**src/rtl/mux_sel_sequencer_if.sv**
```systemverilog
`default_nettype none
// ============================================================================
//  Module   : mux_sel_sequencer_if
//  Purpose  : Bundles the push-button inputs and the select/step outputs of
//             mux_sel_sequencer so that they travel as one port.
//  Signals  : key_n[1:0] raw active-low buttons (bit 0 = up, bit 1 = down)
//             sel[1:0]   registered mux select
//             step_up    one-cycle pulse per accepted up step
//             step_dn    one-cycle pulse per accepted down step
//             conflict   one-cycle pulse when up and down land together
//  Modports : master - drives key_n, observes the rest (board / bench side)
//             slave  - the sequencer itself
//  Revision : 1.0  initial release
// ============================================================================
interface mux_sel_sequencer_if;
   logic [1:0] key_n;
   logic [1:0] sel;
   logic       step_up;
   logic       step_dn;
   logic       conflict;

   modport master (
      output key_n,
      input  sel,
      input  step_up,
      input  step_dn,
      input  conflict
   );

   modport slave (
      input  key_n,
      output sel,
      output step_up,
      output step_dn,
      output conflict
   );
endinterface : mux_sel_sequencer_if
`default_nettype wire

```
**src/rtl/mux_sel_sequencer.sv**
```systemverilog
`default_nettype none
// ============================================================================
//  Module   : mux_sel_sequencer
//  Purpose  : Generates the 2-bit select of the 3:1 board data mux from two
//             raw active-low push-buttons. Each button is synchronised,
//             debounced and turned into a one-cycle step; the select register
//             counts 0..SEL_MAX and wraps in both directions.
//  Ports    : clk      system clock, rising edge
//             rst      synchronous active-high reset
//             bus_if   mux_sel_sequencer_if.slave
//                        key_n[0] steps up, key_n[1] steps down
//                        sel, step_up, step_dn, conflict outputs
//  Options  : SEL_SEQ_AUTO_EN - when defined, sel also steps up by itself
//             every AUTO_PERIOD cycles; a manual press restarts that interval.
//  Revision : 1.0  initial release
// ============================================================================
module mux_sel_sequencer #(
   parameter logic [15:0] DEBOUNCE_CYCLES = 16'd50000,
   parameter int          SEL_MAX         = 2,
   parameter logic [31:0] AUTO_PERIOD     = 32'd50000000
) (
   input  wire logic              clk,
   input  wire logic              rst,
   mux_sel_sequencer_if.slave     bus_if
);

   localparam logic [15:0] c_db_last  = DEBOUNCE_CYCLES - 16'd1;
   localparam logic [1:0]  c_sel_max  = 2'(SEL_MAX);

   // Two-flop synchroniser per key, released (1) out of reset.
   logic [1:0] r_sync1;
   logic [1:0] r_sync2;

   always_ff @(posedge clk) begin
      if (rst) begin
         r_sync1 <= 2'b11;
         r_sync2 <= 2'b11;
      end else begin
         r_sync1 <= bus_if.key_n;
         r_sync2 <= r_sync1;
      end
   end

   // Per-key debounce. w_press[k] is high in the single cycle where the
   // debounced state is about to fall 1->0, i.e. an accepted press.
   logic [1:0] w_press;

   for (genvar k = 0; k < 2; k++) begin : g_key
      logic [15:0] r_cnt;
      logic        r_db;

      always_ff @(posedge clk) begin
         if (rst) begin
            r_cnt <= 16'd0;
            r_db  <= 1'b1;
         end else if (r_sync2[k] == r_db) begin
            r_cnt <= 16'd0;
         end else if (r_cnt == c_db_last) begin
            r_db  <= r_sync2[k];
            r_cnt <= 16'd0;
         end else begin
            r_cnt <= r_cnt + 16'd1;
         end
      end

      assign w_press[k] = r_db & ~r_sync2[k] & (r_cnt == c_db_last);
   end

   logic w_manual;
   logic w_auto;

   assign w_manual = |w_press;

`ifdef SEL_SEQ_AUTO_EN
   localparam logic [31:0] c_auto_last = AUTO_PERIOD - 32'd1;

   logic [31:0] r_tick;

   // A manual press in the same cycle as the tick suppresses the auto step.
   assign w_auto = (r_tick == c_auto_last) & ~w_manual;

   always_ff @(posedge clk) begin
      if (rst) begin
         r_tick <= 32'd0;
      end else if (w_manual || (r_tick == c_auto_last)) begin
         r_tick <= 32'd0;
      end else begin
         r_tick <= r_tick + 32'd1;
      end
   end
`else
   // Keeps the parameter referenced in builds without the auto feature.
   logic w_unused_auto_period;
   assign w_unused_auto_period = ^AUTO_PERIOD;
   assign w_auto               = 1'b0;
`endif

   // Step pulses are registered; sel follows one cycle later from those
   // registered pulses, so simultaneous up+down cancels out.
   logic       r_step_up;
   logic       r_step_dn;
   logic       r_conflict;
   logic [1:0] r_sel;

   always_ff @(posedge clk) begin
      if (rst) begin
         r_step_up  <= 1'b0;
         r_step_dn  <= 1'b0;
         r_conflict <= 1'b0;
         r_sel      <= 2'd0;
      end else begin
         r_step_up  <= w_press[0] | w_auto;
         r_step_dn  <= w_press[1];
         r_conflict <= w_press[0] & w_press[1];
         if (r_step_up && !r_step_dn) begin
            r_sel <= (r_sel >= c_sel_max) ? 2'd0 : r_sel + 2'd1;
         end else if (r_step_dn && !r_step_up) begin
            r_sel <= (r_sel == 2'd0) ? c_sel_max : r_sel - 2'd1;
         end
      end
   end

   assign bus_if.sel      = r_sel;
   assign bus_if.step_up  = r_step_up;
   assign bus_if.step_dn  = r_step_dn;
   assign bus_if.conflict = r_conflict;

endmodule : mux_sel_sequencer
`default_nettype wire

```
**src/flat_wrapper.sv**
```systemverilog
// flat-port wrapper written by rule: the top's interface ports become plain ports
module mux_sel_sequencer_flat 
#(
   parameter logic [15:0] DEBOUNCE_CYCLES = 16'd50000,
   parameter int          SEL_MAX         = 2,
   parameter logic [31:0] AUTO_PERIOD     = 32'd50000000
)
  (clk, rst, bus_if_key_n, bus_if_sel, bus_if_step_up, bus_if_step_dn, bus_if_conflict);
  mux_sel_sequencer_if bus_if_i ();
  input  wire logic clk;
  input  wire logic rst;
  input wire logic [$bits(bus_if_i.key_n)-1:0] bus_if_key_n;
  output wire logic [$bits(bus_if_i.sel)-1:0] bus_if_sel;
  output wire logic [$bits(bus_if_i.step_up)-1:0] bus_if_step_up;
  output wire logic [$bits(bus_if_i.step_dn)-1:0] bus_if_step_dn;
  output wire logic [$bits(bus_if_i.conflict)-1:0] bus_if_conflict;
  assign bus_if_i.key_n = bus_if_key_n;
  assign bus_if_sel = bus_if_i.sel;
  assign bus_if_step_up = bus_if_i.step_up;
  assign bus_if_step_dn = bus_if_i.step_dn;
  assign bus_if_conflict = bus_if_i.conflict;
  mux_sel_sequencer #(.DEBOUNCE_CYCLES(DEBOUNCE_CYCLES), .SEL_MAX(SEL_MAX), .AUTO_PERIOD(AUTO_PERIOD)) u_core (.clk(clk), .rst(rst), .bus_if(bus_if_i));
endmodule
```
**config.mk**
```make
export PLATFORM = sky130hd
export DESIGN_NAME = mux_sel_sequencer_flat
export DESIGN_NICKNAME = d
export VERILOG_FILES = /design/src/rtl/mux_sel_sequencer_if.sv /design/src/rtl/mux_sel_sequencer.sv /design/src/flat_wrapper.sv
export SDC_FILE = /design/constraint.sdc
export NUM_CORES = 1
export LEC_CHECK = 0
export CAP_MARGIN = 20
export CORE_MARGIN = 3
export CORE_UTILIZATION = 45
export DETAILED_ROUTE_END_ITERATION = 7
export HOLD_SLACK_MARGIN = 0.08
export MAX_ROUTING_LAYER = met4
export PLACE_DENSITY_LB_ADDON = 0.25
export SYNTH_ARGS = -nofsm -noshare
export SYNTH_HDL_FRONTEND = slang
export SYNTH_SLANG_ARGS = --single-unit
```
**constraint.sdc**
```tcl
create_clock -name clk -period 2.6 [get_ports clk]
set_clock_uncertainty 0.15 [all_clocks]
set_input_delay 0.78 -clock clk [delete_from_list [all_inputs] [get_ports clk]]
set_output_delay 0.78 -clock clk [all_outputs]
set_load 0.01 [all_outputs]
```
==> results of run 1 <==
==> path summary, 6_finish.rpt <==
path / from / to / cells after the start
worst max-delay path: u_core.bus_if.sel[0] / bus_if_sel[0] / 1
worst min-delay path: u_core.r_sync1[1] / u_core.r_sync2[1] / 1
worst max register to register: u_core.g_key[0].r_cnt[0] / u_core.g_key[0].r_db / 5
worst min register to register: u_core.r_sync1[1] / u_core.r_sync2[1] / 1
==> registers in the layout, summed over array words and instances (netlist names) <==
signal,count
u_core.bus_if.sel,2
u_core.g_key.r_db,2
u_core.r_sync2,2
u_core.bus_if.step_up,1
u_core.r_sync1,2
u_core.g_key.r_cnt,32
u_core.bus_if.conflict,1
u_core.bus_if.step_dn,1
==> routing by layer <==
layer / part of all wire / vias to the layer above / wire length (µm) / global-route usage
met3: 0.047 / 4 / 141 / 0.0518
met1: 0.51 / 652 / 1540 / 0.181
met4: 0.013 / 0 / 38 / 0.0468
met2: 0.43 / 24 / 1280 / 0.200
li1: - / 733 / - / -
met5: 0 / - / 0 / -
==> logic make-up (layout without fill, tap and decap cells) <==
group	after synthesis	after routing	share of synthesized area
AOI/OAI and AO/OA	11	11	0.0456
and+or+nand+nor	100	100	0.270
xor gates and xnor gates	27	27	0.127
DFF	43	43	0.462
buffers and inverters	19	33	0.0423
adders and majority gates	8	8	0.0537
==> Yosys cell counts <==
| master | number |
|---|---|
| xor2_1 | 2 |
| nor4_1 | 11 |
| nor3_2 | 1 |
| nand4_1 | 7 |
| buf_4 | 2 |
| a21oi_1 | 1 |
| nand3_2 | 1 |
| a211o_2 | 1 |
| nor2b_1 | 2 |
| o31a_1 | 1 |
| a21o_1 | 1 |
| or3b_1 | 1 |
| and3_1 | 2 |
| clkbuf_1 | 1 |
| and2_1 | 1 |
| nand2_1 | 4 |
| o41ai_1 | 1 |
| a211oi_1 | 4 |
| or3_1 | 2 |
| nand3_1 | 14 |
| nor3_1 | 10 |
| dfxtp_1 | 43 |
| nor2_1 | 38 |
| o21ai_1 | 1 |
| or2_2 | 5 |
| inv_1 | 16 |
| nor4b_1 | 1 |
| xnor2_1 | 25 |
| ha_1 | 8 |
| a41o_1 | 1 |
==> cell type report <==
cell class	count	area (µm²)	area share
multi-input cells	146	925	0.439
flip-flops and latches	43	861	0.409
repair buffers	9	87.6	0.0416
clock buffers	5	68.8	0.0327
inverters	16	60.1	0.0285
well taps	48	60.1	0.0285
clock inverters	3	43.8	0.0208
==> placed cells by master, fill, tap and decap left out, drive strengths merged, types with 2 or more instances in the layout <==
| cell type | synthesis | layout |
|---|---|---|
| and3 | 2 | 2 |
| ha | 8 | 8 |
| a211oi | 4 | 4 |
| nand3 | 15 | 15 |
| clkinv | 0 | 2 |
| clkdlybuf4s50 | 0 | 8 |
| or2 | 5 | 5 |
| nor2b | 2 | 2 |
| xor2 | 2 | 2 |
| nor4 | 11 | 11 |
| inv | 16 | 16 |
| nand4 | 7 | 7 |
| nor3 | 11 | 11 |
| nand2 | 4 | 4 |
| or3 | 2 | 2 |
| nor2 | 38 | 38 |
| xnor2 | 25 | 25 |
| clkbuf | 1 | 5 |
| dfxtp | 43 | 43 |
==> power groups by stage <==
stage / Clock [mW] / Combinational, mW / Sequential, mW
3_3_place_gp: 0 / 0.0188 / 0.679
4_1_cts: 0.541 / 0.0194 / 0.663
6_report: 0.516 / 0.0188 / 0.663
3_5_place_dp: 0 / 0.0192 / 0.679
2_1_floorplan: 0 / 0.0124 / 0.679
5_1_grt: 0.571 / 0.0216 / 0.664
==> run summary, run 1 <==
status -> finished, final reports clean
chip width -> 70.4 µm
drt pass-1 iters -> 4
CTS Sinks -> 43
Congestion Overflow GR -> 0
largest net degree at the start of global routing -> 17
CTS buffer count -> 5
post-synthesis cell type count -> 30
Avg Cell Area, Syn -> 8.96 µm²
CP Capture Type -> output port
Cell Area, Synth -> 0.00186 mm²
Sw Share -> 0.202
Pins Over Slew Limit -> 0
vias -> 1413
Core Area -> 0.00383 mm²
Leakage -> 0.647 nW
top-level port count -> 9
port bufs -> 8
Cells after Synth -> 208
std cell rows -> 22
worst path bufs/invs -> 1
DR iter-0 viols -> 86
Setup Total Neg Slack -> 0 ns
Critical Path Max Stage Delay -> 0.55 ns
VDD IR-drop max -> 0.417 mV
GRT Total Usage -> 0.140
PwrDens -> 569 mW/mm²
unrepaired setup endpoints after global routing -> no
Sequential Power Share -> 0.553
Post-DRT Antenna Nets -> 0
FF+latch count, synth -> 43
clock network fraction of design power -> 0.431
DPL Wire Length -> 2.06 mm
fin worst setup slack -> 0.459 ns
die footprint -> 0.00495 mm²
Least-Margin Pin Slew -> 0.387 ns
clk slew on worst S/H paths -> 0.08 ns
nets -> 233
Hold Buf Count CTS -> 0
Design Area, Final -> 0.00211 mm²
CP cell instances -> clkdlybuf4s50_1
final non-filler cell total -> 270
CTS max path bufs -> 2
Die H -> 70.4 µm
fin crit period -> 2.14 ns
global-route wire length before repair -> 5.44 mm
post_cts resized -> 0
initial antenna violation count -> 0
hold slack -> 0.266 ns
CTS root buf -> clkbuf_8
syn_nets -> 220
final setup vio count -> 0
placed cell count -> 262
Setup Crit Path Kind -> register to output port
period utilisation layout -> 0.823
Clock Latency Late Sink -> 0.30 ns
layout cells sized above 1 -> 0.0766
Critical Path Source Type -> register
Worst EP arrival -> 1.21 ns
Area Overhead vs Synth -> 13.0%
CTS tree -> done
worst hold-check path type -> register to register
CP Max Fanout -> 3
H-tree levels -> 2
vias in the first global route -> 1273
headroom to the max-slew limit -> 0.741
Vias/cell -> 5.23
Power Total -> 1.20 mW
Worst path slowest cell -> clkdlybuf4s50_1
Synth top area share -> 0.462
Initial Utilization -> 0.487
Hold Vio Cnt, Final -> 0
Cell Int Power -> 957 µW
DRC errors left -> 0
CP required -> 1.67 ns
post-CTS setup buffer count -> 0
Placed Area -> 0.00199 mm²
final core utilization -> 0.550
setup slack, reg-to-reg -> 0.67 ns
Gate power share -> 0.016
switching power -> 242 µW
critical path's top delay family -> buffers and inverters
Yosys top cell by area -> dfxtp_1
fillcell total -> 368
Post-Route WL -> 3.00 mm
Area contributors post-synth -> dfxtp_1 46%, xnor2_1 12%, nor2_1 7.7%
register area share after synthesis -> 0.462
yosys warns -> 0
max-cap violation count -> 0
routed len/inst -> 11.1 µm
fmax -> 467 MHz
Ant. Diodes -> 0
DP Worst Slack -> 0.336 ns
GP Congestion -> 0.752
(Power assumes the default switching activity.)
==> run 2: changes to the inputs <==
==> constraint.sdc (replaced) <==
create_clock -name clk -period 2.1 [get_ports clk]
set_clock_uncertainty 0.15 [all_clocks]
set_input_delay 0.63 -clock clk [delete_from_list [all_inputs] [get_ports clk]]
set_output_delay 0.63 -clock clk [all_outputs]
set_load 0.01 [all_outputs]
==> run 2 against run 1 <==
- first-iteration DRC count decreased by 16%
- die area did not move
- clock power shrank 4.7%
- wire length grew 0.60%
- worst hold slack gained 0.0060 ns
- largest cell class unchanged
- largest power group unchanged
==> run summary, run 2 (synthesis results as in run 1) <==
commonest cells after routing, fill and taps aside -> 43 x dfxtp_1, 38 x nor2_1, 25 x xnor2_1
hold_sp -> u_core.r_sync1[1]
hold-critical path depth -> 1
max-cap violation count -> 0
layout cells sized above 1 -> 0.0800
Leakage -> 0.646 nW
period utilisation layout -> 0.947
Setup Crit Path Kind -> register to output port
DR iter-0 viols -> 72
CP required -> 1.32 ns
Design Area, Final -> 0.00210 mm²
Setup Total Neg Slack -> 0 ns
DRC errors left -> 0
clk slew on worst S/H paths -> 0.08 ns
CTS tree -> done
Critical Path Max Stage Delay -> 0.55 ns
Core Area -> 0.00383 mm²
Ant. Diodes -> 0
setup slack, reg-to-reg -> 0.13 ns
fmax -> 503 MHz
port bufs -> 8
Least-Margin Pin Slew -> 0.354 ns
fin crit period -> 1.99 ns
GP Congestion -> 0.793
Clock Latency Late Sink -> 0.29 ns
max reg flops -> 32
status -> finished, final reports clean
Worst path slowest cell -> clkdlybuf4s50_1
vias in the first global route -> 1278
CP cell instances -> clkdlybuf4s50_1
fillcell total -> 367
CTS Sinks -> 43
critical path's top delay family -> buffers and inverters
Worst EP arrival -> 1.21 ns
vias -> 1400
initial antenna violation count -> 0
Placed Area -> 0.00202 mm²
Area Overhead vs Synth -> 12.5%
Post-Route WL -> 3.01 mm
largest net degree at the start of global routing -> 17
Post-DRT Antenna Nets -> 0
nets -> 236
drt pass-1 iters -> 4
chip width -> 70.4 µm
VDD IR-drop max -> 0.382 mV
DPL Wire Length -> 2.11 mm
PwrDens -> 638 mW/mm²
R2R depth -> 5
R2R Path End -> u_core.g_key[0].r_db
routed len/inst -> 11.0 µm
worst path bufs/invs -> 1
RR Startpoint -> u_core.g_key[0].r_cnt[0]
GRT Total Usage -> 0.140
Hold Buf Count CTS -> 0
std cell rows -> 22
post_cts resized -> 0
Hold Path Sink -> u_core.r_sync2[1]
CTS buffer count -> 5
headroom to the max-slew limit -> 0.762
CTS max path bufs -> 2
CP Capture Type -> output port
Hold Vio Cnt, Final -> 0
H-tree levels -> 2
final setup vio count -> 0
commonest non-fill, non-tap cell in the layout -> dfxtp_1
CTS root buf -> clkbuf_8
Reg with most FFs -> u_core.g_key.r_cnt
top-level port count -> 9
Pins Over Slew Limit -> 0
Initial Utilization -> 0.487
hold slack -> 0.272 ns
Critical Path Source Type -> register
Die H -> 70.4 µm
post-CTS setup buffer count -> 0
global-route wire length before repair -> 5.50 mm
worst hold-check path type -> register to register
Congestion Overflow GR -> 0
Vias/cell -> 5.13
CP Max Fanout -> 3
die footprint -> 0.00495 mm²
unrepaired setup endpoints after global routing -> no
run 2: cell types whose count changed in the layout (fill, tap and decap cells not counted):
cell	change
buf_4	+3
bufinv_16	-1
clkbuf_1	+2
clkinv_4	-1
run 2: power breakdown:
group          switching, mW  internal [mW]  leakage (nW)  total, mW
registers            0.00227          0.819         0.347      0.822
logic                 0.0123         0.0125         0.256     0.0248
clock network          0.259          0.233        0.0422      0.492
total                  0.273           1.07         0.646       1.34
run 2: worst max path at each step:
stage | start | end | depth (start not counted)
6_report | u_core.bus_if.sel[0] | bus_if_sel[0] | 1
2_1_floorplan | u_core.g_key[0].r_cnt[0] | u_core.g_key[0].r_db | 5
5_1_grt | u_core.g_key[0].r_cnt[0] | u_core.g_key[0].r_db | 5
4_1_cts | u_core.bus_if.sel[0] | bus_if_sel[0] | 1
3_3_place_gp | rst | u_core.g_key[1].r_cnt[8] | 3
3_5_place_dp | rst | u_core.g_key[1].r_cnt[15] | 3
run 2: per-layer routing:
metal	up-vias	global-route usage	wire, µm	share of wire
li1	743	-	-	-
met1	639	0.184	1600	0.53
met2	12	0.198	1260	0.42
met3	6	0.0460	108	0.036
met4	0	0.0553	53	0.018
met5	-	-	0	0
run 2: stage by stage:
step           setup slack [ns]  utilization  cells  total power, mW
5_1_grt                  0.0368        0.548    273             1.40
3_3_place_gp              0.115        0.527    265            0.866
6_report                  0.111        0.548    273             1.34
2_1_floorplan             0.325            -    208            0.855
4_1_cts                  0.0885        0.548    273             1.36
3_5_place_dp              0.122        0.527    265            0.866
run 2: layout make-up:
class,instances,area [µm²],share of cell area
inverters,16,60.1,0.0286
multi-input cells,146,925,0.441
well taps,48,60.1,0.0286
clock buffers,7,76.3,0.0364
repair buffers,12,110,0.0525
clock inverters,1,5.00,0.00239
flip-flops and latches,43,861,0.411
==> run 3: changes to the inputs <==
--- a/config.mk
+++ b/config.mk
@@ -11,7 +11,6 @@
 export DETAILED_ROUTE_END_ITERATION = 7
 export HOLD_SLACK_MARGIN = 0.08
 export MAX_ROUTING_LAYER = met4
-export PLACE_DENSITY_LB_ADDON = 0.25
 export SYNTH_ARGS = -nofsm -noshare
 export SYNTH_HDL_FRONTEND = slang
 export SYNTH_SLANG_ARGS = --single-unit
==> run 3 against run 2 <==
- die area unchanged
- sequential cell count did not move
- combinational power rose by 8.1%
- clock-buffer cell count decreased by 1
- via count grew 1.6%
- register-to-register slack improved by 0.05 ns
- clock power rose by 33%
- setup slack got worse by 0.0045 ns
- wire length up 11%
- largest power group unchanged
==> run summary, run 3 (synthesis results as in run 1) <==
Critical Path Stages -> 1
PwrDens -> 701 mW/mm²
CTS max path bufs -> 2
Seq. cell area -> 861 µm²
CP Max Fanout -> 3
VDD IR-drop max -> 0.443 mV
Hold Buf Count CTS -> 0
CTS tree -> done
Worst EP arrival -> 1.21 ns
Vias/cell -> 5.21
Area Overhead vs Synth -> 15.1%
critical path's top delay family -> buffers and inverters
CTS root buf -> clkbuf_8
initial antenna violation count -> 0
Die H -> 70.4 µm
largest net degree at the start of global routing -> 17
commonest cells after routing, fill and taps aside -> 43 x dfxtp_1, 38 x nor2_1, 25 x xnor2_1
Setup Total Neg Slack -> 0 ns
DR top layer -> met4
Congestion Overflow GR -> 0
GP Congestion -> 0.826
final setup vio count -> 0
fin crit period -> 1.99 ns
setup slack, reg-to-reg -> 0.18 ns
GRT Total Usage -> 0.154
headroom to the max-slew limit -> 0.762
H-tree levels -> 2
Gate power share -> 0.018
met2 WL -> 1.51 mm
CTS Sinks -> 43
R2R depth -> 5
Sequential Power Share -> 0.546
die footprint -> 0.00495 mm²
vias in the first global route -> 1389
CP cell instances -> clkdlybuf4s50_1
footprint of the multi-input gates -> 925 µm²
Setup Crit Path Kind -> register to output port
fmax -> 502 MHz
clock network fraction of design power -> 0.436
Sw Share -> 0.190
status -> finished, final reports clean
Metal-1 WL -> 1.64 mm
Worst path slowest cell -> clkdlybuf4s50_1
chip width -> 70.4 µm
Initial Utilization -> 0.487
Leakage -> 0.669 nW
vias -> 1423
Reg with most FFs -> u_core.g_key.r_cnt
worst hold-check path type -> register to register
Critical Path Source Type -> register
CP required -> 1.32 ns
switching power -> 286 µW
Critical Path Max Stage Delay -> 0.55 ns
Hold Vio Cnt, Final -> 0
clk slew on worst S/H paths -> 0.08 ns
CP Capture Type -> output port
Post-DRT Antenna Nets -> 0
Met3 Wirelength -> 134 µm
global-route wire length before repair -> 6.08 mm
commonest non-fill, non-tap cell in the layout -> dfxtp_1
routed len/inst -> 12.2 µm
Post-Route WL -> 3.34 mm
nets -> 236
period utilisation layout -> 0.949
Clock Latency Late Sink -> 0.29 ns
DRC errors left -> 0
std cell rows -> 22
unrepaired setup endpoints after global routing -> no
drt pass-1 iters -> 4
Pins Over Slew Limit -> 0
worst path bufs/invs -> 1
fillcell total -> 329
post-CTS setup buffer count -> 0
Cell Int Power -> 1.22 mW
layout cells sized above 1 -> 0.0889
Core Area -> 0.00383 mm²
top-level port count -> 9
hold-critical path depth -> 1
final core utilization -> 0.561
max-cap violation count -> 0
Ant. Diodes -> 0
DPL Wire Length -> 2.45 mm
max reg flops -> 32
CTS buffer count -> 5
DR iter-0 viols -> 56
port bufs -> 8
Least-Margin Pin Slew -> 0.354 ns
post_cts resized -> 0
[run 3: cell count changes in the layout (fill, tap and decap cells not counted)]
cell       previous run  this run
clkbuf_1              2         0
buf_12                0         1
buf_4                 4         3
bufinv_16             0         1
clkbuf_8              5         6
[run 3: area by class of cell]
cell class / instances / area share
well taps: 48 / 0.0280
clock buffers: 6 / 0.0385
inverters: 16 / 0.0280
clock inverters: 2 / 0.0163
flip-flops and latches: 43 / 0.401
multi-input cells: 146 / 0.431
repair buffers: 12 / 0.0571
[run 3: power groups by stage]
| stage | Combinational [mW] | Sequential (mW) | Clock [mW] |
|---|---|---|---|
| finish | 0.0268 | 0.821 | 0.655 |
| global route | 0.0310 | 0.822 | 0.701 |
| CTS | 0.0273 | 0.821 | 0.676 |
| detailed placement | 0.0273 | 0.841 | 0 |
| global placement | 0.0260 | 0.840 | 0 |
| floorplan | 0.0154 | 0.840 | 0 |
[run 3: layer usage]
metal / up-vias / GRT usage
met2: 22 / 0.237
met3: 5 / 0.0417
met5: - / -
li1: 743 / -
met4: 0 / 0.0596
met1: 653 / 0.191
[run 3: path summary, 6_finish.rpt]
kind / startpoint / to
worst max-delay path: u_core.bus_if.sel[0] / bus_if_sel[0]
worst min-delay path: u_core.r_sync1[0] / u_core.r_sync2[0]
worst max register to register: u_core.g_key[0].r_cnt[0] / u_core.g_key[0].r_db
worst min register to register: u_core.r_sync1[0] / u_core.r_sync2[0]
[run 3: stage by stage]
step | instances | setup slack (ns) | hold WS, ns | total power, mW | instance area, µm²
after floorplan | 208 | 0.325 | 0.239 | 0.855 | 1860
after global placement | 265 | 0.136 | 0.249 | 0.866 | 2030
after detailed placement | 265 | 0.0715 | 0.251 | 0.868 | 2030
after CTS | 273 | 0.0875 | 0.278 | 1.52 | 2150
after global routing | 273 | 0.0345 | 0.308 | 1.55 | 2150
final | 273 | 0.106 | 0.268 | 1.50 | 2150
